File: config.mk
export PLATFORM = sky130hd
export DESIGN_NAME = rx_udp_unpack_flat
export DESIGN_NICKNAME = d
export VERILOG_FILES = /design/src/rtl/rx_udp_unpack_if.sv /design/src/rtl/rx_udp_unpack.sv /design/src/flat_wrapper.sv
export SDC_FILE = /design/constraint.sdc
export NUM_CORES = 1
export LEC_CHECK = 0
export BUFFER_PORTS_ARGS = -buffer_cell sky130_fd_sc_hd__buf_2
export CAP_MARGIN = 20
export CORE_ASPECT_RATIO = 1.5
export CORE_MARGIN = 8
export CORE_UTILIZATION = 30
export CTS_CLUSTER_SIZE = 20
export DETAILED_ROUTE_END_ITERATION = 16
export GPL_ROUTABILITY_DRIVEN = 0
export PLACE_DENSITY_LB_ADDON = 0.2
export SETUP_SLACK_MARGIN = 0.2
export SLEW_MARGIN = 20
export SYNTH_ARGS = -nofsm -noshare
export SYNTH_HDL_FRONTEND = slang
export SYNTH_SLANG_ARGS = --single-unit
File: constraint.sdc
create_clock -name clk -period 11.2 [get_ports clk]
set_input_delay 3.36 -clock clk [delete_from_list [all_inputs] [get_ports clk]]
set_output_delay 3.36 -clock clk [all_outputs]
set_load 0.02 [all_outputs]
File: src/rtl/rx_udp_unpack_if.sv
// Stream bundle for rx_udp_unpack: 32-bit datagram input (din*) with ready,
// 16-bit payload output (dout*) without backpressure.
interface rx_udp_unpack_if;
    logic [31:0] din;
    logic        din_sop;
    logic        din_eop;
    logic        din_vld;
    logic [1:0]  din_mty;
    logic        din_rdy;

    logic [15:0] dout;
    logic        dout_sop;
    logic        dout_eop;
    logic        dout_vld;
    logic        dout_mty;
    logic        dout_err;

    modport master (
        output din, din_sop, din_eop, din_vld, din_mty,
        input  din_rdy,
        input  dout, dout_sop, dout_eop, dout_vld, dout_mty, dout_err
    );

    modport slave (
        input  din, din_sop, din_eop, din_vld, din_mty,
        output din_rdy,
        output dout, dout_sop, dout_eop, dout_vld, dout_mty, dout_err
    );
endinterface

File: src/rtl/rx_udp_unpack.sv
// UDP receive unpacker: checks ports, strips the 8-byte header, trims the payload
// to the UDP length and re-emits it as a 16-bit sop/eop/vld/mty stream.
module rx_udp_unpack #(
    parameter bit CHK_SPORT = 1'b1
) (
    input  logic                  clk,
    input  logic                  rst,
    input  logic [15:0]           cfg_port_local,
    input  logic [15:0]           cfg_port_pc,
    rx_udp_unpack_if.slave        bus,
    output logic                  flag_port_err,
    output logic                  flag_len_err
);

    typedef enum logic [1:0] {IDLE, HDR1, PAYLOAD, DROP} state_t;

    state_t      state;
    logic [15:0] sport;
    logic [15:0] dport;
    logic [15:0] rem;
    logic [15:0] hold;
    logic        hold_pend;
    logic        hold_eop;
    logic        hold_mty;
    logic        hold_err;
    logic        started;

    logic        accept;
    logic [2:0]  avail;
    logic [2:0]  v;
    logic [15:0] rem_n;
    logic        last;
    logic        trunc;
    logic        port_ok;
    logic [15:0] len;
    logic [7:0]  b0, b1, b2, b3;

    // The only stall: a 3- or 4-byte word still owes its second beat.
    assign bus.din_rdy = !hold_pend;
    assign accept      = bus.din_vld && !hold_pend;

    assign b0  = bus.din[31:24];
    assign b1  = bus.din[23:16];
    assign b2  = bus.din[15:8];
    assign b3  = bus.din[7:0];
    assign len = bus.din[31:16];

    always_comb begin
        avail   = bus.din_eop ? (3'd4 - {1'b0, bus.din_mty}) : 3'd4;
        v       = (rem < {13'd0, avail}) ? rem[2:0] : avail;
        rem_n   = rem - {13'd0, v};
        last    = (rem_n == 16'd0) || bus.din_eop;
        trunc   = bus.din_eop && (rem_n != 16'd0);
        port_ok = (dport == cfg_port_local) && (!CHK_SPORT || (sport == cfg_port_pc));
    end

    always_ff @(posedge clk) begin
        if (rst) begin
            state         <= IDLE;
            sport         <= '0;
            dport         <= '0;
            rem           <= '0;
            hold          <= '0;
            hold_pend     <= 1'b0;
            hold_eop      <= 1'b0;
            hold_mty      <= 1'b0;
            hold_err      <= 1'b0;
            started       <= 1'b0;
            bus.dout      <= '0;
            bus.dout_sop  <= 1'b0;
            bus.dout_eop  <= 1'b0;
            bus.dout_vld  <= 1'b0;
            bus.dout_mty  <= 1'b0;
            bus.dout_err  <= 1'b0;
            flag_port_err <= 1'b0;
            flag_len_err  <= 1'b0;
        end else begin
            bus.dout      <= '0;
            bus.dout_sop  <= 1'b0;
            bus.dout_eop  <= 1'b0;
            bus.dout_vld  <= 1'b0;
            bus.dout_mty  <= 1'b0;
            bus.dout_err  <= 1'b0;
            flag_port_err <= 1'b0;
            flag_len_err  <= 1'b0;

            if (hold_pend) begin
                bus.dout     <= hold;
                bus.dout_vld <= 1'b1;
                bus.dout_eop <= hold_eop;
                bus.dout_mty <= hold_mty;
                bus.dout_err <= hold_err;
                hold_pend    <= 1'b0;
            end else if (accept) begin
                if (bus.din_sop) begin
                    // A new sop closes any open datagram with an error terminator.
                    if (state == PAYLOAD && started) begin
                        bus.dout_vld <= 1'b1;
                        bus.dout_eop <= 1'b1;
                        bus.dout_err <= 1'b1;
                        bus.dout_mty <= 1'b1;
                    end
                    sport   <= bus.din[31:16];
                    dport   <= bus.din[15:0];
                    started <= 1'b0;
                    if (bus.din_eop) begin
                        flag_len_err <= 1'b1;
                        state        <= IDLE;
                    end else begin
                        state <= HDR1;
                    end
                end else begin
                    case (state)
                        IDLE: ;
                        HDR1: begin
                            if (bus.din_eop) begin
                                flag_len_err <= 1'b1;
                                state        <= IDLE;
                            end else if (!port_ok) begin
                                flag_port_err <= 1'b1;
                                state         <= DROP;
                            end else if (len < 16'd8) begin
                                flag_len_err <= 1'b1;
                                state        <= DROP;
                            end else if (len == 16'd8) begin
                                state <= DROP;
                            end else begin
                                rem   <= len - 16'd8;
                                state <= PAYLOAD;
                            end
                        end
                        PAYLOAD: begin
                            bus.dout     <= {b0, (v >= 3'd2) ? b1 : 8'h00};
                            bus.dout_vld <= 1'b1;
                            bus.dout_sop <= !started;
                            started      <= 1'b1;
                            rem          <= rem_n;
                            if (v <= 3'd2) begin
                                bus.dout_eop <= last;
                                bus.dout_mty <= last && (v == 3'd1);
                                bus.dout_err <= trunc;
                            end else begin
                                hold      <= {b2, (v == 3'd4) ? b3 : 8'h00};
                                hold_pend <= 1'b1;
                                hold_eop  <= last;
                                hold_mty  <= (v == 3'd3);
                                hold_err  <= trunc;
                            end
                            if (last) begin
                                state <= bus.din_eop ? IDLE : DROP;
                            end
                        end
                        DROP: begin
                            if (bus.din_eop) begin
                                state <= IDLE;
                            end
                        end
                        default: state <= IDLE;
                    endcase
                end
            end
        end
    end

endmodule

File: src/flat_wrapper.sv
// flat-port wrapper written by rule: the top's interface ports become plain ports
module rx_udp_unpack_flat 
#(
    parameter bit CHK_SPORT = 1'b1
)
  (clk, rst, cfg_port_local, cfg_port_pc, flag_port_err, flag_len_err, bus_din, bus_din_sop, bus_din_eop, bus_din_vld, bus_din_mty, bus_din_rdy, bus_dout, bus_dout_sop, bus_dout_eop, bus_dout_vld, bus_dout_mty, bus_dout_err);
  rx_udp_unpack_if bus_i ();
  input  logic clk;
  input  logic rst;
  input  logic [15:0] cfg_port_local;
  input  logic [15:0] cfg_port_pc;
  output logic flag_port_err;
  output logic flag_len_err;
  input wire logic [$bits(bus_i.din)-1:0] bus_din;
  input wire logic [$bits(bus_i.din_sop)-1:0] bus_din_sop;
  input wire logic [$bits(bus_i.din_eop)-1:0] bus_din_eop;
  input wire logic [$bits(bus_i.din_vld)-1:0] bus_din_vld;
  input wire logic [$bits(bus_i.din_mty)-1:0] bus_din_mty;
  output wire logic [$bits(bus_i.din_rdy)-1:0] bus_din_rdy;
  output wire logic [$bits(bus_i.dout)-1:0] bus_dout;
  output wire logic [$bits(bus_i.dout_sop)-1:0] bus_dout_sop;
  output wire logic [$bits(bus_i.dout_eop)-1:0] bus_dout_eop;
  output wire logic [$bits(bus_i.dout_vld)-1:0] bus_dout_vld;
  output wire logic [$bits(bus_i.dout_mty)-1:0] bus_dout_mty;
  output wire logic [$bits(bus_i.dout_err)-1:0] bus_dout_err;
  assign bus_i.din = bus_din;
  assign bus_i.din_sop = bus_din_sop;
  assign bus_i.din_eop = bus_din_eop;
  assign bus_i.din_vld = bus_din_vld;
  assign bus_i.din_mty = bus_din_mty;
  assign bus_din_rdy = bus_i.din_rdy;
  assign bus_dout = bus_i.dout;
  assign bus_dout_sop = bus_i.dout_sop;
  assign bus_dout_eop = bus_i.dout_eop;
  assign bus_dout_vld = bus_i.dout_vld;
  assign bus_dout_mty = bus_i.dout_mty;
  assign bus_dout_err = bus_i.dout_err;
  rx_udp_unpack #(.CHK_SPORT(CHK_SPORT)) u_core (.clk(clk), .rst(rst), .cfg_port_local(cfg_port_local), .cfg_port_pc(cfg_port_pc), .bus(bus_i), .flag_port_err(flag_port_err), .flag_len_err(flag_len_err));
endmodule
**After elaboration in Yosys (flattened, before gate mapping)**

Index checks and enable logic that the tools add are counted.

- Register bits: 94
- Word-level logic and storage cells: 120

- Add/subtract/negate cells: 3
- Magnitude comparators: 4
- Equal/unequal tests: 15
- Mux-type cells: 53
- Bitwise logic cells: 6
- Reduce and logical (&&, ||, !) cells: 21

Operators by type and width:

| cell | number |
|---|---|
| $mux W16 | 8 |
| $eq A16 B16 Y1 | 2 |
| $mux W1 | 32 |
| $pmux W16 S2 | 1 |
| $eq A16 B4 Y1 const B | 1 |
| $logic_not A16 Y1 | 1 |
| $lt A16 B3 Y1 | 1 |
| $lt A16 B4 Y1 const B | 1 |
| $mux W8 | 2 |
| $reduce_bool A16 Y1 | 1 |
| $sub A16 B3 Y16 | 1 |
| $sub A16 B4 Y16 const B | 1 |
| $mux W2 | 7 |
| $reduce_and A5 Y1 | 2 |
| $reduce_and A8 Y1 | 1 |
| $mux W3 | 2 |
| $ne A2 B2 Y1 const B | 3 |
| $not A1 Y1 | 6 |
| $pmux W2 S3 | 1 |
| $reduce_and A3 Y1 | 2 |
| $reduce_or A6 Y1 | 1 |
| $logic_and A1 B1 Y1 | 5 |
| $reduce_or A5 Y1 | 1 |
| $eq A2 B2 Y1 const B | 2 |
| 15 further kinds | 17 |

**Depth between registers and ports, before layout**

Gate-level depths: netlist (run 1).

- Depth after elaboration: 13
- Depth in mapped cells: 20
- Gate-level depth less buffers: 19

**Worst setup path before layout (run 1)**

OpenSTA, ideal clock, no wires.

- Kind: input to register
- Start: input port bus_din_mty[0]
- End: register u_core.bus.dout_err
- Library setup time: 132 ps
- Data arrival time: 6857 ps
- Data required time: 11068 ps
- Setup slack: 4211 ps
- Cell stages on the path: 18
- Path buffers: 0
- Cells stage by stage: inv_1 -> ha_1 -> nand2_1 -> ha_1 -> nor4bb_1 -> o2111ai_1 -> nor2_1 -> o31ai_1 -> ha_1 -> inv_1 -> ha_1 -> o22ai_1 -> nand2_1 -> mux2i_1 -> or4_4 -> a32oi_4 -> a211o_1 -> a21oi_1

- Longest elaborated chain between the ends: 12
- Elaborated cells on any way between the ends: 13
- Classes of those cells: add/sub (2); order compare (2); mux (7); reduce/logical (2)

Ends and longest elaborated chain:

| what | RTL line | source |
|---|---|---|
| start, declared | flat_wrapper.sv:18 | `input wire logic [$bits(bus_i.din_mty)-1:0] bus_din_mty;` |
| $sub A3 B2 Y3 (*) | rx_udp_unpack.sv:49 | `avail = bus.din_eop ? (3'd4 - {1'b0, bus.din_mty}) : 3'd4;` |
| $mux W3 (*) | rx_udp_unpack.sv:49 |  |
| $lt A16 B3 Y1 | rx_udp_unpack.sv:50 | `v = (rem < {13'd0, avail}) ? rem[2:0] : avail;` |
| $mux W3 (*) | rx_udp_unpack.sv:50 |  |
| $sub A16 B3 Y16 | rx_udp_unpack.sv:51 | `rem_n = rem - {13'd0, v};` |
| $reduce_bool A16 Y1 | rx_udp_unpack.sv:53 | `trunc = bus.din_eop && (rem_n != 16'd0);` |
| $logic_and A1 B1 Y1 | rx_udp_unpack.sv:53 |  |
| $mux W1 (*) | rx_udp_unpack.sv:138 | `if (v <= 3'd2) begin` |
| $mux W1 (*) | rx_udp_unpack.sv:113 | `case (state)` |
| $mux W1 (*) | rx_udp_unpack.sv:95 | `if (bus.din_sop) begin` |
| $mux W1 (*) | rx_udp_unpack.sv:94 | `end else if (accept) begin` |
| $mux W1 (*) | rx_udp_unpack.sv:87 | `if (hold_pend) begin` |
| end signal, assigned | rx_udp_unpack.sv:92 | `bus.dout_err <= hold_err;` |
| end signal, assigned | rx_udp_unpack.sv:141 | `bus.dout_err <= trunc;` |
| end, declared | rx_udp_unpack_if.sv:27 | `output dout, dout_sop, dout_eop, dout_vld, dout_mty, dout_err` |

Mark *: on every way between the ends. The rest lies on a longest branch, timed or not.
A chain may end at the register's enable or synchronous reset.

**Final worst setup path (run 1)**

- Start: input port bus_din_mty[0]
- End: register u_core.rem[14]

- Longest elaborated chain between the ends: 6

Ends and longest elaborated chain:

| what | RTL line | source |
|---|---|---|
| $sub A3 B2 Y3 (*) | rx_udp_unpack.sv:49 |  |
| $mux W3 (*) | rx_udp_unpack.sv:49 |  |
| $lt A16 B3 Y1 | rx_udp_unpack.sv:50 |  |
| $mux W3 (*) | rx_udp_unpack.sv:50 |  |
| $sub A16 B3 Y16 (*) | rx_udp_unpack.sv:51 |  |
| $pmux W16 S2 (*) | rx_udp_unpack.sv:113 |  |
| end signal, assigned | rx_udp_unpack.sv:128 | `rem <= len - 16'd8;` |
| end signal, assigned | rx_udp_unpack.sv:137 | `rem <= rem_n;` |
| end, declared | rx_udp_unpack.sv:20 | `logic [15:0] rem;` |

Marked as above.

==> results of run 1 <==
==> cells in the mapped netlist, types with 10 or more instances <==
| cell | instances |
|---|---|
| a21oi_1 | 71 |
| a22o_1 | 10 |
| a22oi_1 | 16 |
| clkbuf_1 | 34 |
| dfxtp_1 | 94 |
| inv_1 | 13 |
| nand2_1 | 111 |
| nand3_1 | 13 |
| nand4_1 | 12 |
| nor2_1 | 49 |
| nor3_1 | 22 |
| o21ai_0 | 17 |
| xnor2_1 | 40 |
==> layer usage <==
| metal | vias to the layer above | global-route usage (%) | routed length, um |
|---|---|---|---|
| met5 | - | 0 | 0 |
| met3 | 19 | 2.34 | 674 |
| met1 | 2169 | 17.3 | 6330 |
| met2 | 138 | 26.9 | 8100 |
| li1 | 2312 | - | - |
| met4 | 0 | 5.94 | 329 |
==> tightest hold or removal path, stage by stage, from the launching register on <==
cell     delay (ns)
dfxtp_1        0.31
nand2_1        0.05
a21oi_1        0.05
==> layout make-up <==
type / count / area [um^2]
inverter: 14 / 52.6
fill: 1666 / 9890
sequential: 94 / 1880
clock inverter: 5 / 63.8
tap: 203 / 254
timing repair buffer: 99 / 508
multi-input combinational: 467 / 2730
clock buffer: 11 / 253
==> report_power, final <==
part | internal [uW] | switching (uW)
logic | 39.8 | 64.7
registers | 340 | 4.78
clock network | 187 | 135
==> stage by stage <==
stage	hold WS [ns]	total power [uW]	worst slack, ns
6_report	0.456	772	3.67
5_1_grt	0.479	807	3.21
4_1_cts	0.457	780	3.84
3_5_place_dp	0.449	457	3.50
3_3_place_gp	0.442	455	3.68
2_1_floorplan	0.427	418	4.21
==> kinds of logic after synthesis <==
group	count (synthesis)	synth area share, %
xor+xnor	44	8.03
fa+ha+maj	6	1.56
simple gates	253	24.6
compound gates	160	21.5
flops	94	39.2
buf+inv	52	4.30
mux	4	0.860
==> final timing paths <==
kind,slack [ns],start,cells past startpoint,end
min,0.46,u_core.hold[11],2,u_core.hold[11]
min reg2reg,0.46,u_core.hold[11],2,u_core.hold[11]
max reg2reg,6.58,u_core.rem[4],15,u_core.rem[14]
max,3.67,bus_din_mty[0],20,u_core.rem[14]
==> state kept, by name (all words and copies together), names as in the netlist, 2 cells and up <==
register / flops
u_core.hold: 16
u_core.sport: 16
u_core.state: 2
u_core.bus.dout: 16
u_core.dport: 16
u_core.rem: 16
==> impl_metrics.toml, run 1 <==
[place]
post_dp_cell_area_um2 = 5410
dp_cells = 877
dp_hpwl_um = 11600
port_buffers = 94

[finish]
post-route-util_pct = 36.7
layout_common_cells = "nand2_1 (110), buf_2 (94), dfxtp_1 (94), a21oi_1 (71), nor2_1 (49)"
num_antenna_cells = 0
final_common_cell = "nand2_1"
finalNetCount = 762
drive_above_1_share_pct = 18.4
design_area_um2 = 5740
fin_cells = 893
area_growth_syn_to_layout_pct = 19.5

[global_routing]
grt_max_degree = 86
antenna_found_initial = 0
grt_pass1_vias = 4668
grt_first_pass_wirelength_um = 24400
grt_overflow = 0
track_usage_pct = 14.9

[hold_path]
hold_class = "reg2reg"

[floorplanning]
coreArea_um2 = 15600
fp.dieArea_um2 = 20400
io_pins = 95
start_util_pct = 30.7
die_w_um = 119
num_rows = 56
die_h_um = 171

[timing]
fin_skew_ns = 0.00874
rsz0062_at_grt = "no"
finalCritPeriodShare_pct = 67.2
finalSetupViolations = 0
fmax_ghz = 0.133
setup_tns_ns = 0
finalCriticalPeriod_ns = 7.53
finalHoldViolations = 0
max_slew_margin_pct = 37.4
tightest_slew_ns = 0.939
drv_slew = 0

[route]
num_vias = 4638
wl_per_cell_um = 17.3
dr.pass1.iters = 5
drcViolationCount = 0
viasPerCell = 5.19
drt_wl_total_um = 15400
antenna_left = 0
drt_iter0_markers = 278

[job]
drv_cap = 0

[clocking]
clkTransAtPathRegs_ns = 0.07
cts_num_sinks = 94
clockBufferDepth = 2
cts_tree = "yes"
h-tree-depth = 3
clk_latency_ns = 0.34
postCtsSetupBuffers = 0
postCtsHoldBufs = 0
clockRootBuffer = "clkbuf_16"
numCtsBuffers = 9
post_cts_resized = 0

[synth]
ys.flop_type = "dfxtp_1"
yosys-top-cells-area = "dfxtp_1 (39%), nand2_1 (8.7%), a21oi_1 (7.4%), xnor2_1 (7.3%), nor2_1 (3.8%)"
synthCells = 613
syn_avg_cell_area_um2 = 7.83
yosys.area.top_type = "dfxtp_1"
synth_area_um2 = 4800
ys_seq_area_share_pct = 39.2
synth-edff-count = 0
synth_top_area_share_pct = 39.2
ys_seq_elements = 94
yosys_warnings = 0
ys_types = 58
postSynthNetCount = 690
synthArstFlopShare_pct = 0

[critical_path]
slowest_delay_ns = 0.48
cp_top_family = "simple AND/OR/NAND/NOR gates"
required_ns = 11.39
path_cells = "buf_2 -> inv_1 -> ha_1 -> nand2_1 -> ha_1 -> nor4bb_1 -> o2111ai_1 -> nor2_1 -> nand2_1 -> o31ai_1 -> ha_1 -> inv_1 -> ha_1 -> o22ai_1 -> nand2_1 -> mux2i_1 -> nand2b_1 -> or3_1 -> a21oi_1 -> o32ai_1"
critPathArrivalTime_ns = 7.71
critPathKind = "in2reg"
cp-start-kind = "input pin"
crit_path_end_kind = "flip-flop"
cp_slowest_cell = "mux2i_1"
path_max_fanout = 7
path_common_cell = "ha_1"
path_buf_inv = 3

[pwr]
peakVddDrop_mv = 0.0719
leakagePower_uw = 0.00215
power_density_nw_per_um2 = 135

[status]
status = "complete, no violations"
No activity file was read; power rests on OpenSTA's default activity.
==> run 2, diff against run 1 <==
==> constraint.sdc (replaced) <==
create_clock -name clk -period 7.7 [get_ports clk]
set_input_delay 2.31 -clock clk [delete_from_list [all_inputs] [get_ports clk]]
set_output_delay 2.31 -clock clk [all_outputs]
set_load 0.02 [all_outputs]
==> run 2 against run 1 <==
Global-route usage down 0.056 points. Clock power rose by 46%. Worst setup slack got worse by 2.5 ns. Flip-flop and latch count stayed put. Highest routed layer unchanged. Count of clock-buffer cells in the layout unchanged. Die area stayed put. Sequential share of layout area did not move. Via count increased by 0.50%. Core utilization is the same. Largest cell class unchanged.
==> impl_metrics.toml, run 2 (synthesized netlist as in run 1, its figures left out) <==
[finish]
fillerInstances = 1650
multiInputGateArea_um2 = 2730
num_antenna_cells = 0
area_growth_syn_to_layout_pct = 19.5
fin_cells = 893
layout_common_cells = "nand2_1 (110), buf_2 (94), dfxtp_1 (94), a21oi_1 (71), nor2_1 (49)"
seqCellArea_um2 = 1880
final_common_cell = "nand2_1"
drive_above_1_share_pct = 18.4
finalNetCount = 762

[clocking]
cts_num_sinks = 94
post_cts_resized = 0
cts_tree = "yes"
clkTransAtPathRegs_ns = 0.07
postCtsSetupBuffers = 0
clk_latency_ns = 0.34
postCtsHoldBufs = 0
clockRootBuffer = "clkbuf_16"
numCtsBuffers = 9
clockBufferDepth = 2
h-tree-depth = 3

[route]
wl_per_cell_um = 17.2
wl_met3_um = 601
antenna_left = 0
viasPerCell = 5.22
wl_met1_um = 6340
drcViolationCount = 0
dr.pass1.iters = 5
met2_length_um = 8100
drt_wl_total_um = 15400
drt_iter0_markers = 310
num_vias = 4661
highest_layer = "met4"

[hold_path]
hold_class = "reg2reg"

[global_routing]
track_usage_pct = 14.9
antenna_found_initial = 0
grt_overflow = 0
grt_max_degree = 86
grt_pass1_vias = 4635
grt_first_pass_wirelength_um = 24200

[critical_path]
crit_end = "u_core.rem[14]"
critPathArrivalTime_ns = 6.67
r2r_end = "u_core.rem[14]"
r2r_setup_slack_ns = 3.09
startpoint = "bus_din_mty[0]"
slowest_delay_ns = 0.47
worstRegToRegCells = 15
cp-start-kind = "input pin"
r2r_start = "u_core.rem[4]"
path_common_cell = "ha_1"
path_max_fanout = 7
critPathKind = "in2reg"
cp_top_family = "simple AND/OR/NAND/NOR gates"
path_buf_inv = 3
required_ns = 7.89
critical_path_depth = 20
crit_path_end_kind = "flip-flop"
cp_slowest_cell = "mux2i_1"
path_cells = "buf_2 -> inv_1 -> ha_1 -> nand2_1 -> ha_1 -> nor4bb_1 -> o2111ai_1 -> nor2_1 -> nand2_1 -> o31ai_1 -> ha_1 -> inv_1 -> ha_1 -> o22ai_1 -> nand2_1 -> mux2i_1 -> nand2b_1 -> or3_1 -> a21oi_1 -> o32ai_1"

[timing]
finalSetupViolations = 0
finalCritPeriodShare_pct = 84.1
fmax_ghz = 0.154
fin_skew_ns = 0.0110
max_slew_margin_pct = 36.4
finalCriticalPeriod_ns = 6.48
drv_slew = 0
tightest_slew_ns = 0.954
rsz0062_at_grt = "no"
setup_tns_ns = 0
finalHoldViolations = 0

[pwr]
power_density_nw_per_um2 = 196
peakVddDrop_mv = 0.0949
leakagePower_uw = 0.00215

[status]
status = "complete, no violations"

[floorplanning]
fp.dieArea_um2 = 20400
num_rows = 56
die_h_um = 171
io_pins = 95
die_w_um = 119
coreArea_um2 = 15600
start_util_pct = 30.7

[job]
drv_cap = 0

[place]
port_buffers = 94
dp_hpwl_um = 11600
dp_cells = 877
-- run 2: tightest hold or removal path: stages (launching register included) --
cell and delay [ns]:
dfxtp_1 0.31, nand2_1 0.05, a21oi_1 0.05
-- run 2: final cells by class --
class / count / share of cell area (%)
multi-input cells: 467 / 47.5
flip-flops and latches: 94 / 32.8
repair buffers: 99 / 8.85
well taps: 203 / 4.43
clock buffers: 11 / 4.40
clock inverters: 5 / 1.11
inverters: 14 / 0.916
-- run 2: layer usage --
layer | GRT usage (%) | vias up
li1 | - | 2305
met1 | 16.7 | 2234
met2 | 27.1 | 103
met3 | 2.54 | 19
met4 | 6.32 | 0
met5 | 0 | -
-- run 2: per-stage QoR --
| stage | setup slack [ns] | total power (uW) | util, % | instance area [um^2] | hold slack (ns) |
|---|---|---|---|---|---|
| 2_1_floorplan | 1.76 | 608 | - | 4800 | 0.427 |
| 3_3_place_gp | 1.23 | 662 | 34.6 | 5410 | 0.442 |
| 3_5_place_dp | 1.01 | 664 | 34.6 | 5410 | 0.449 |
| 4_1_cts | 1.38 | 1140 | 36.7 | 5730 | 0.457 |
| 5_1_grt | 0.803 | 1170 | 36.7 | 5740 | 0.478 |
| 6_report | 1.22 | 1120 | 36.7 | 5740 | 0.455 |
-- run 2: how the worst min path moves through the flow --
stage | start | slack, ns | endpoint | depth (start not counted)
global route | u_core.hold[15] | 0.48 | u_core.hold[15] | 2
finish | u_core.hold[15] | 0.45 | u_core.hold[15] | 2
global placement | u_core.hold_err | 0.44 | u_core.hold_err | 2
floorplan | u_core.started | 0.43 | u_core.bus.dout_sop | 1
detailed placement | u_core.hold[11] | 0.45 | u_core.hold[11] | 2
CTS | u_core.hold[15] | 0.46 | u_core.hold[15] | 2
-- run 2: power by group --
| part | internal, uW | switching (uW) | total, uW |
|---|---|---|---|
| Clock | 273 | 198 | 470 |
| Combinational | 57.9 | 93.6 | 152 |
| Sequential | 495 | 6.83 | 502 |
| Total | 826 | 298 | 1120 |
